$ cat config.mk
export PLATFORM = sky130hd
export DESIGN_NAME = fd_reg_flushctl
export DESIGN_NICKNAME = d
export VERILOG_FILES = /design/src/rtl/fd_reg_flushctl.sv
export SDC_FILE = /design/constraint.sdc
export NUM_CORES = 1
export LEC_CHECK = 0
export CORE_MARGIN = 5
export CORE_UTILIZATION = 33
export CTS_BUF_LIST = sky130_fd_sc_hd__clkbuf_4 sky130_fd_sc_hd__clkbuf_8 sky130_fd_sc_hd__clkbuf_16
export CTS_CLUSTER_DIAMETER = 150
export CTS_CLUSTER_SIZE = 30
export DETAILED_ROUTE_END_ITERATION = 7
export PLACE_DENSITY = 0.65
export SLEW_MARGIN = 40
export SYNTH_ARGS = -nofsm -noshare
export SYNTH_HDL_FRONTEND = slang
export SYNTH_SLANG_ARGS = --single-unit
$ cat constraint.sdc
create_clock -name clk -period 3.8 [get_ports clk]
set_input_delay 0.57 -clock clk [delete_from_list [all_inputs] [get_ports clk]]
set_output_delay 0.57 -clock clk [all_outputs]
set_load 0.01 [all_outputs]
$ cat src/rtl/fd_reg_flushctl.sv
// Fetch/decode pipeline register with stall, jump/redirect squash and an optional
// post-jump shadow window; counts squashed valid fetch slots for performance monitoring.
module fd_reg_flushctl #(
  parameter int              PC_W     = 32,
  parameter int              INS_W    = 32,
  parameter int              OP_W     = 6,
  parameter int              N_OBS    = 3,
  parameter logic [63:0]     JMP_MASK = 64'h0000_070F_0000_0000,
  parameter logic [INS_W-1:0] NOP     = 32'hdc000000,
  parameter int              SHADOW   = 0,
  parameter int              CNT_W    = 16
) (
  input  logic                  clk,
  input  logic                  rstd,
  input  logic                  stall_in,
  input  logic                  redirect_in,
  input  logic [N_OBS*OP_W-1:0] op_obs,
  input  logic                  valid_in,
  input  logic [PC_W-1:0]       pc_in,
  input  logic [INS_W-1:0]      ins_in,
  output logic [PC_W-1:0]       pc_out,
  output logic [INS_W-1:0]      ins_out,
  output logic                  valid_out,
  output logic                  flush_busy,
  output logic [CNT_W-1:0]      squash_cnt,
  output logic                  dbg_state
);

  typedef enum logic {S_RUN = 1'b0, S_SHADOW = 1'b1} state_t;

  localparam logic [3:0] SHADOW_V = 4'(SHADOW);

  state_t           r_state;
  state_t           w_state_nxt;
  logic [3:0]       r_shad;
  logic [3:0]       w_shad_nxt;
  logic [PC_W-1:0]  r_pc;
  logic [INS_W-1:0] r_ins;
  logic             r_valid;
  logic [CNT_W-1:0] r_cnt;
  logic [OP_W-1:0]  w_op;
  logic             w_hit;
  logic             w_jump;
  logic             w_squash;

  // Opcodes at or above 64 have no mask bit and can never be jump-class.
  always_comb begin
    w_hit = 1'b0;
    w_op  = '0;
    for (int k = 0; k < N_OBS; k++) begin
      w_op = op_obs[k*OP_W +: OP_W];
      if ((w_op >> 6) == '0) w_hit = w_hit | JMP_MASK[6'(w_op)];
    end
  end

  assign w_jump   = w_hit | redirect_in;
  assign w_squash = w_jump | (r_state == S_SHADOW);

  always_comb begin
    w_state_nxt = r_state;
    w_shad_nxt  = r_shad;
    case (r_state)
      S_RUN: begin
        if (w_jump) w_shad_nxt = SHADOW_V;
        else if (r_shad != 4'd0) w_state_nxt = S_SHADOW;
      end
      S_SHADOW: begin
        if (w_jump) begin
          w_shad_nxt = SHADOW_V;
        end else if (!stall_in) begin
          w_shad_nxt = r_shad - 4'd1;
          if (r_shad == 4'd1) w_state_nxt = S_RUN;
        end
      end
      default: w_state_nxt = S_RUN;
    endcase
  end

  always_ff @(posedge clk or posedge rstd) begin
    if (rstd) begin
      r_state <= S_RUN;
      r_shad  <= 4'd0;
    end else begin
      r_state <= w_state_nxt;
      r_shad  <= w_shad_nxt;
    end
  end

  // A bubble replaces even a held instruction; the PC still honours the stall.
  always_ff @(posedge clk or posedge rstd) begin
    if (rstd) begin
      r_pc    <= '0;
      r_ins   <= NOP;
      r_valid <= 1'b0;
      r_cnt   <= '0;
    end else if (w_squash) begin
      if (!stall_in) r_pc <= pc_in;
      r_ins   <= NOP;
      r_valid <= 1'b0;
      if (valid_in && !stall_in && (r_cnt != '1)) r_cnt <= r_cnt + CNT_W'(1);
    end else if (!stall_in) begin
      r_pc    <= pc_in;
      r_ins   <= ins_in;
      r_valid <= valid_in;
    end
  end

  assign pc_out     = r_pc;
  assign ins_out    = r_ins;
  assign valid_out  = r_valid;
  assign squash_cnt = r_cnt;
  assign flush_busy = w_squash;
  assign dbg_state  = (r_state == S_SHADOW);

endmodule
==> results of run 1 <==
area by class of cell:
class / count / area [µm²] / area share
Clock buffer: 14 / 174 / 0.0307
Timing Repair Buffer: 173 / 1720 / 0.304
Multi-Input combinational cell: 182 / 1410 / 0.249
Sequential cell: 86 / 2160 / 0.381
Tap cell: 140 / 175 / 0.0310
Inverter: 4 / 16.3 / 0.00287
Clock inverter: 1 / 5.00 / 0.000884
cell usage after synthesis, drive strengths merged:
library cell	instances	share of area
and3	5	0.0086
a211oi	1	0.0021
xnor2	12	0.029
a32oi	1	0.0024
or3b	1	0.0024
nand3	9	0.012
mux2i	32	0.088
o21ai	1	0.0014
nand3b	1	0.0021
nor3b	1	0.0034
a21boi	1	0.0031
nand4	10	0.017
nor3	1	0.0014
inv	4	0.0041
nand2	13	0.014
a21oi	2	0.0028
xor2	5	0.012
nor4bb	1	0.0028
and4	1	0.0028
clkbuf	2	0.0021
o22a	1	0.0024
a311oi	1	0.0024
dfrtp	81	0.56
and4bb	2	0.0069
a31oi	1	0.0017
buf	10	0.014
dfstp	5	0.036
nor2b	2	0.0034
ha	4	0.014
mux2	34	0.11
nor2	39	0.042
worst min path at each step:
stage                from    endpoint  cells past startpoint
2_1_floorplan   r_shad[3]   r_shad[3]                      2
3_3_place_gp   pc_out[12]  pc_out[12]                      1
3_5_place_dp   pc_out[21]  pc_out[21]                      1
4_1_cts        pc_out[21]  pc_out[21]                      1
5_1_grt        pc_out[27]  pc_out[27]                      1
6_report       pc_out[12]  pc_out[12]                      1
state kept, by name, summed over array words and instances, names as in the netlist:
| name | cells |
|---|---|
| valid_out | 1 |
| pc_out | 32 |
| ins_out | 32 |
| r_shad | 4 |
| dbg_state | 1 |
| squash_cnt | 16 |
per-stage QoR:
stage / worst slack (ns) / power (µW) / util / instances / cell area, µm²
2_1_floorplan: 1.02 / 1340 / - / 284 / 3640
3_3_place_gp: 0.818 / 1650 / 0.505 / 585 / 5480
3_5_place_dp: 0.761 / 1660 / 0.506 / 585 / 5480
4_1_cts: 0.760 / 2260 / 0.522 / 600 / 5660
5_1_grt: 0.646 / 2350 / 0.522 / 600 / 5660
6_report: 0.778 / 2210 / 0.522 / 600 / 5660
cells by family (layout without fill, tap and decap cells):
group / after synthesis / after routing / synth area share
flops: 86 / 86 / 0.593
mux: 66 / 66 / 0.194
fa+ha+maj: 4 / 4 / 0.0138
buf+inv: 16 / 192 / 0.0203
xor+xnor: 17 / 17 / 0.0409
compound gates: 9 / 9 / 0.0182
simple gates: 86 / 86 / 0.120
where the power goes:
part,switching (µW),internal (µW),total [µW]
Combinational,215,328,544
Sequential,77.1,1010,1080
Clock,295,292,587
Total,588,1630,2210
cells in the final DEF (no fill, tap or decap), types with 2 or more instances in the layout:
master / count
clkdlybuf4s50_1: 168
dfrtp_1: 81
nor2_1: 38
mux2_2: 33
mux2i_1: 32
nand2_1: 12
xnor2_1: 12
clkbuf_8: 11
nand4_1: 10
nand3_1: 9
and3_1: 5
xor2_1: 5
dfstp_2: 5
ha_1: 4
buf_4: 4
inv_1: 3
clkbuf_4: 3
nor2b_1: 2
and4bb_2: 2
a21oi_1: 2
clkinv_2: 2
layer usage:
metal | share of wire | up-vias | GRT usage
met5 | 0 | - | 0
met4 | 0.014 | 0 | 0.0563
met3 | 0.071 | 10 | 0.0379
met2 | 0.50 | 88 | 0.236
met1 | 0.41 | 1370 | 0.174
li1 | - | 1322 | -
critical path: stages:
cell and delay, ns:
clkdlybuf4s50_1 0.45, nand3_1 0.07, a32oi_1 0.34, nand2_2 0.19, nor2_4 0.22, inv_1 0.09, clkdlybuf4s50_1 0.51
==> results by group, run 1 <==
Outcome
  – Status: complete, no violations

Clocking
  – TritonCTS clock tree: built
  – Clock latency on the worst-skew pair: 0.34 ns
  – Post-CTS resize count: 0
  – Clock transition at path regs: 0.08 ns
  – Postcts setup bufs: 0
  – Hold-fix buffers, CTS: 0
  – CTS sink cnt: 86
  – CTS HTree Levels: 3
  – Root Buffer: clkbuf_8
  – Longest Clk Path Bufs: 2
  – Cts bufs inserted: 9

Die
  – Initial Util: 0.336
  – Rows: 38
  – Total Die Area: 13200 µm²
  – Core region area: 10800 µm²
  – IO Count: 170
  – Die width: 115 µm
  – Die Y: 115 µm

Worst setup path
  – R2r setup slk: 1.80 ns
  – Worst EP required: 3.23 ns
  – Critical path class: primary input to output pin
  – Worst Path Arrival: 2.45 ns
  – Startpoint types: primary input
  – RR Endpoint: squash_cnt[1]
  – Worst-path fanout max: 7
  – Worst reg2reg path startpoint: squash_cnt[0]
  – R2R cell count: 6
  – Critical path endpoint category: output pin
  – Worst setup path startpoint: op_obs[3]
  – Worst setup path endpoint: flush_busy

STA
  – Final setup violation count: 0
  – Min cycle time layout: 3.02 ns
  – Fin. Hold Viols: 0
  – Rel. slew slack: 0.529
  – Fmax: 0.331 GHz
  – RSZ-0062 raised after global routing: no
  – Tcrit/Tclk final: 0.795
  – WHS: 0.507 ns
  – Final TNS setup: 0 ns
  – Slew Limit Fails: 0
  – Clk_skew: 0.00605 ns
  – Least-Margin Pin Slew: 0.706 ns

Synthesis
  – Post-Synthesis Cells: 284
  – Mapped Area: 3640 µm²
  – Seq/Total Area, Yosys: 0.593
  – Post-Syn Area per Cell: 12.8 µm²
  – Distinct cells, synth: 36
  – Synth warn: 0
  – Synthesis-stage register bit count: 86
  – Net Count, Synth: 375

GRT
  – Number of global-route vias before repair: 2928
  – GRT Total Usage: 0.141
  – Remaining global-route overflow: 0
  – Largest net degree at the start of global routing: 67
  – First-pass GRT wire length: 14.8 mm
  – Initial antenna violation count: 0

Route
  – DRT iter0 DRCs: 86
  – Total Routed Length: 9.23 mm
  – Remaining antenna violation count: 0
  – WL per Instance: 15.4 µm
  – Drt drc: 0
  – TritonRoute pass-1 iters: 4
  – Drt via density: 4.65
  – Via count: 2790

Final layout
  – Share of cells above drive strength 1: 0.146
  – Ant diodes: 0
  – Fill count: 970
  – Fin nets: 547
  – Syn-to-layout area delta: 55.5%

Placement
  – Post-DP HPWL: 6.98 mm
  – Gpl congestion: 0.781
  – Port bufs: 169

Run
  – Max Cap Viol: 0

Power
  – Power Density: 391 nW/µm²
  – LEAKAGE: 0.00241 µW
  – Peak VDD IR: 0.000260 V

Hold path
  – Worst hold path type: register to register
No activity file was read; power rests on OpenSTA's default activity.
==> run 2: changes to the inputs <==
- clock period: 3.8 -> 2.8 ns (I/O delays scaled with it)
==> results by group, run 2 (same netlist as run 1, synthesis figures left out) <==
STA
  – Clk_skew: 0.0119 ns (was 0.00605 ns)
  – WHS: 0.492 ns (was 0.507 ns)
  – Min cycle time layout: 2.59 ns
  – Least-Margin Pin Slew: 0.620 ns (was 0.706 ns)
  – Final TNS setup: 0 ns (unchanged)
  – Slew Limit Fails: 0 (unchanged)
  – Rel. slew slack: 0.586 (was 0.529)
  – RSZ-0062 raised after global routing: no (unchanged)
  – Tcrit/Tclk final: 0.924
  – Fmax: 0.386 GHz
  – Final setup violation count: 0 (unchanged)
  – Fin. Hold Viols: 0 (unchanged)

Placement
  – Post-DP HPWL: 6.90 mm (was 6.98 mm)
  – DP Area: 5500 µm² (was 5480 µm²)
  – Gpl congestion: 0.761 (was 0.781)
  – Port bufs: 169 (unchanged)
  – Placed cells: 586 (was 585)

Route
  – Drt via density: 4.61 (was 4.65)
  – Total Routed Length: 9.35 mm (was 9.23 mm)
  – Remaining antenna violation count: 0 (unchanged)
  – TritonRoute pass-1 iters: 4 (unchanged)
  – Drt drc: 0 (unchanged)
  – DRT iter0 DRCs: 108 (was 86)
  – WL per Instance: 15.5 µm (was 15.4 µm)
  – Via count: 2776 (was 2790)

Power
  – Power Density: 543 nW/µm² (was 391 nW/µm²)
  – LEAKAGE: 0.00242 µW (was 0.00241 µW)
  – Peak VDD IR: 0.000351 V (was 0.000260 V)

Worst setup path
  – Worst Path Arrival: 2.17 ns (was 2.45 ns)
  – R2r setup slk: 0.80 ns (was 1.80 ns)
  – R2R cell count: 6 (unchanged)
  – Worst EP required: 2.38 ns (was 3.23 ns)
  – Worst-path fanout max: 7 (unchanged)
  – Worst reg2reg path startpoint: squash_cnt[0] (unchanged)
  – Critical path endpoint category: output pin (unchanged)
  – Critical path class: primary input to output pin (unchanged)
  – RR Endpoint: squash_cnt[1] (unchanged)
  – Startpoint types: primary input (unchanged)

GRT
  – Initial antenna violation count: 0 (unchanged)
  – First-pass GRT wire length: 14.6 mm (was 14.8 mm)
  – GRT Total Usage: 0.139 (was 0.141)
  – Largest net degree at the start of global routing: 87 (was 67)
  – Remaining global-route overflow: 0 (unchanged)
  – Number of global-route vias before repair: 2889 (was 2928)

Final layout
  – Syn-to-layout area delta: 56.4% (was 55.5%)
  – Ant diodes: 0 (unchanged)
  – Layout Utilization: 0.525 (was 0.522)
  – Commonest non-fill, non-tap cell in the layout: clkdlybuf4s50_1 (unchanged)
  – Final Non-Filler Cells: 602 (was 600)
  – Fin area: 5690 µm² (was 5660 µm²)
  – Fin nets: 548 (was 547)
  – Commonest cells after routing, fill and taps aside: 168 x clkdlybuf4s50_1, 81 x dfrtp_1, 38 x nor2_1 (unchanged)
  – Share of cells above drive strength 1: 0.149 (was 0.146)

Die
  – Core region area: 10800 µm² (unchanged)
  – Total Die Area: 13200 µm² (unchanged)
  – Initial Util: 0.336 (unchanged)
  – Die width: 115 µm (unchanged)
  – Rows: 38 (unchanged)
  – Die Y: 115 µm (unchanged)
  – IO Count: 170 (unchanged)

Clocking
  – Post-CTS resize count: 0 (unchanged)
  – Longest Clk Path Bufs: 2 (unchanged)
  – TritonCTS clock tree: built (unchanged)
  – Hold-fix buffers, CTS: 0 (unchanged)
  – Root Buffer: clkbuf_8 (unchanged)
  – CTS HTree Levels: 3 (unchanged)
  – Postcts setup bufs: 0 (unchanged)
  – Cts bufs inserted: 9 (unchanged)
  – CTS sink cnt: 86 (unchanged)
  – Clock latency on the worst-skew pair: 0.34 ns (about the same)
  – Clock transition at path regs: 0.09 ns (was 0.08 ns)

Outcome
  – Status: complete, no violations (unchanged)

Hold path
  – Worst hold path type: primary input to async pin (was register to register)

Run
  – Max Cap Viol: 0 (unchanged)
-- run 2: cell types whose count changed in the layout (fill, tap and decap cells not counted), sizes merged --
cell / before / now
buf: 5 / 6
clkbuf: 14 / 12
clkinvlp: 0 / 2
bufinv: 0 / 1
-- run 2: worst max-delay path, cell delays in order --
cell and delay (ns):
clkdlybuf4s50_1 0.45, nand3_1 0.07, a32oi_1 0.31, nand2_2 0.19, nor2_4 0.13, inv_1 0.07, clkdlybuf4s50_1 0.52
-- run 2: layer usage --
metal,routed length [µm],global-route usage,part of all wire,vias up
met1,3910,0.177,0.42,1339
met4,63,0.0423,0.0067,0
met5,0,0,0,-
met2,4670,0.234,0.50,102
met3,707,0.0368,0.076,8
li1,-,-,-,1327
-- run 2: how the worst max path moves through the flow --
stage	start	to	slack, ns	cells past startpoint
finish	op_obs[0]	flush_busy	0.21	7
floorplan	rstd	dbg_state	0.17	1
detailed placement	op_obs[0]	flush_busy	0.19	7
global placement	op_obs[0]	flush_busy	0.21	7
CTS	op_obs[0]	flush_busy	0.19	7
global route	op_obs[3]	flush_busy	0.03	7
-- run 2: area by class of cell --
type / instances / area [µm²]
Sequential cell: 86 / 2160
Tap cell: 140 / 175
Clock buffer: 12 / 146
Clock inverter: 4 / 50.0
Fill cell: 988 / 5150
Inverter: 4 / 16.3
Timing Repair Buffer: 174 / 1740
Multi-Input combinational cell: 182 / 1410
-- run 2: report_power, final --
| group | leakage (µW) | total [µW] | switching [µW] | internal [µW] |
|---|---|---|---|---|
| Sequential | 0.00109 | 1480 | 109 | 1370 |
| Combinational | 0.00123 | 748 | 297 | 452 |
| Clock | 0.0000968 | 870 | 428 | 442 |
-- run 2: stage by stage --
stage | total power, µW | setup WS [ns]
global placement | 2240 | 0.209
detailed placement | 2260 | 0.194
floorplan | 1820 | 0.166
CTS | 3140 | 0.189
finish | 3090 | 0.212
global route | 3270 | 0.0297
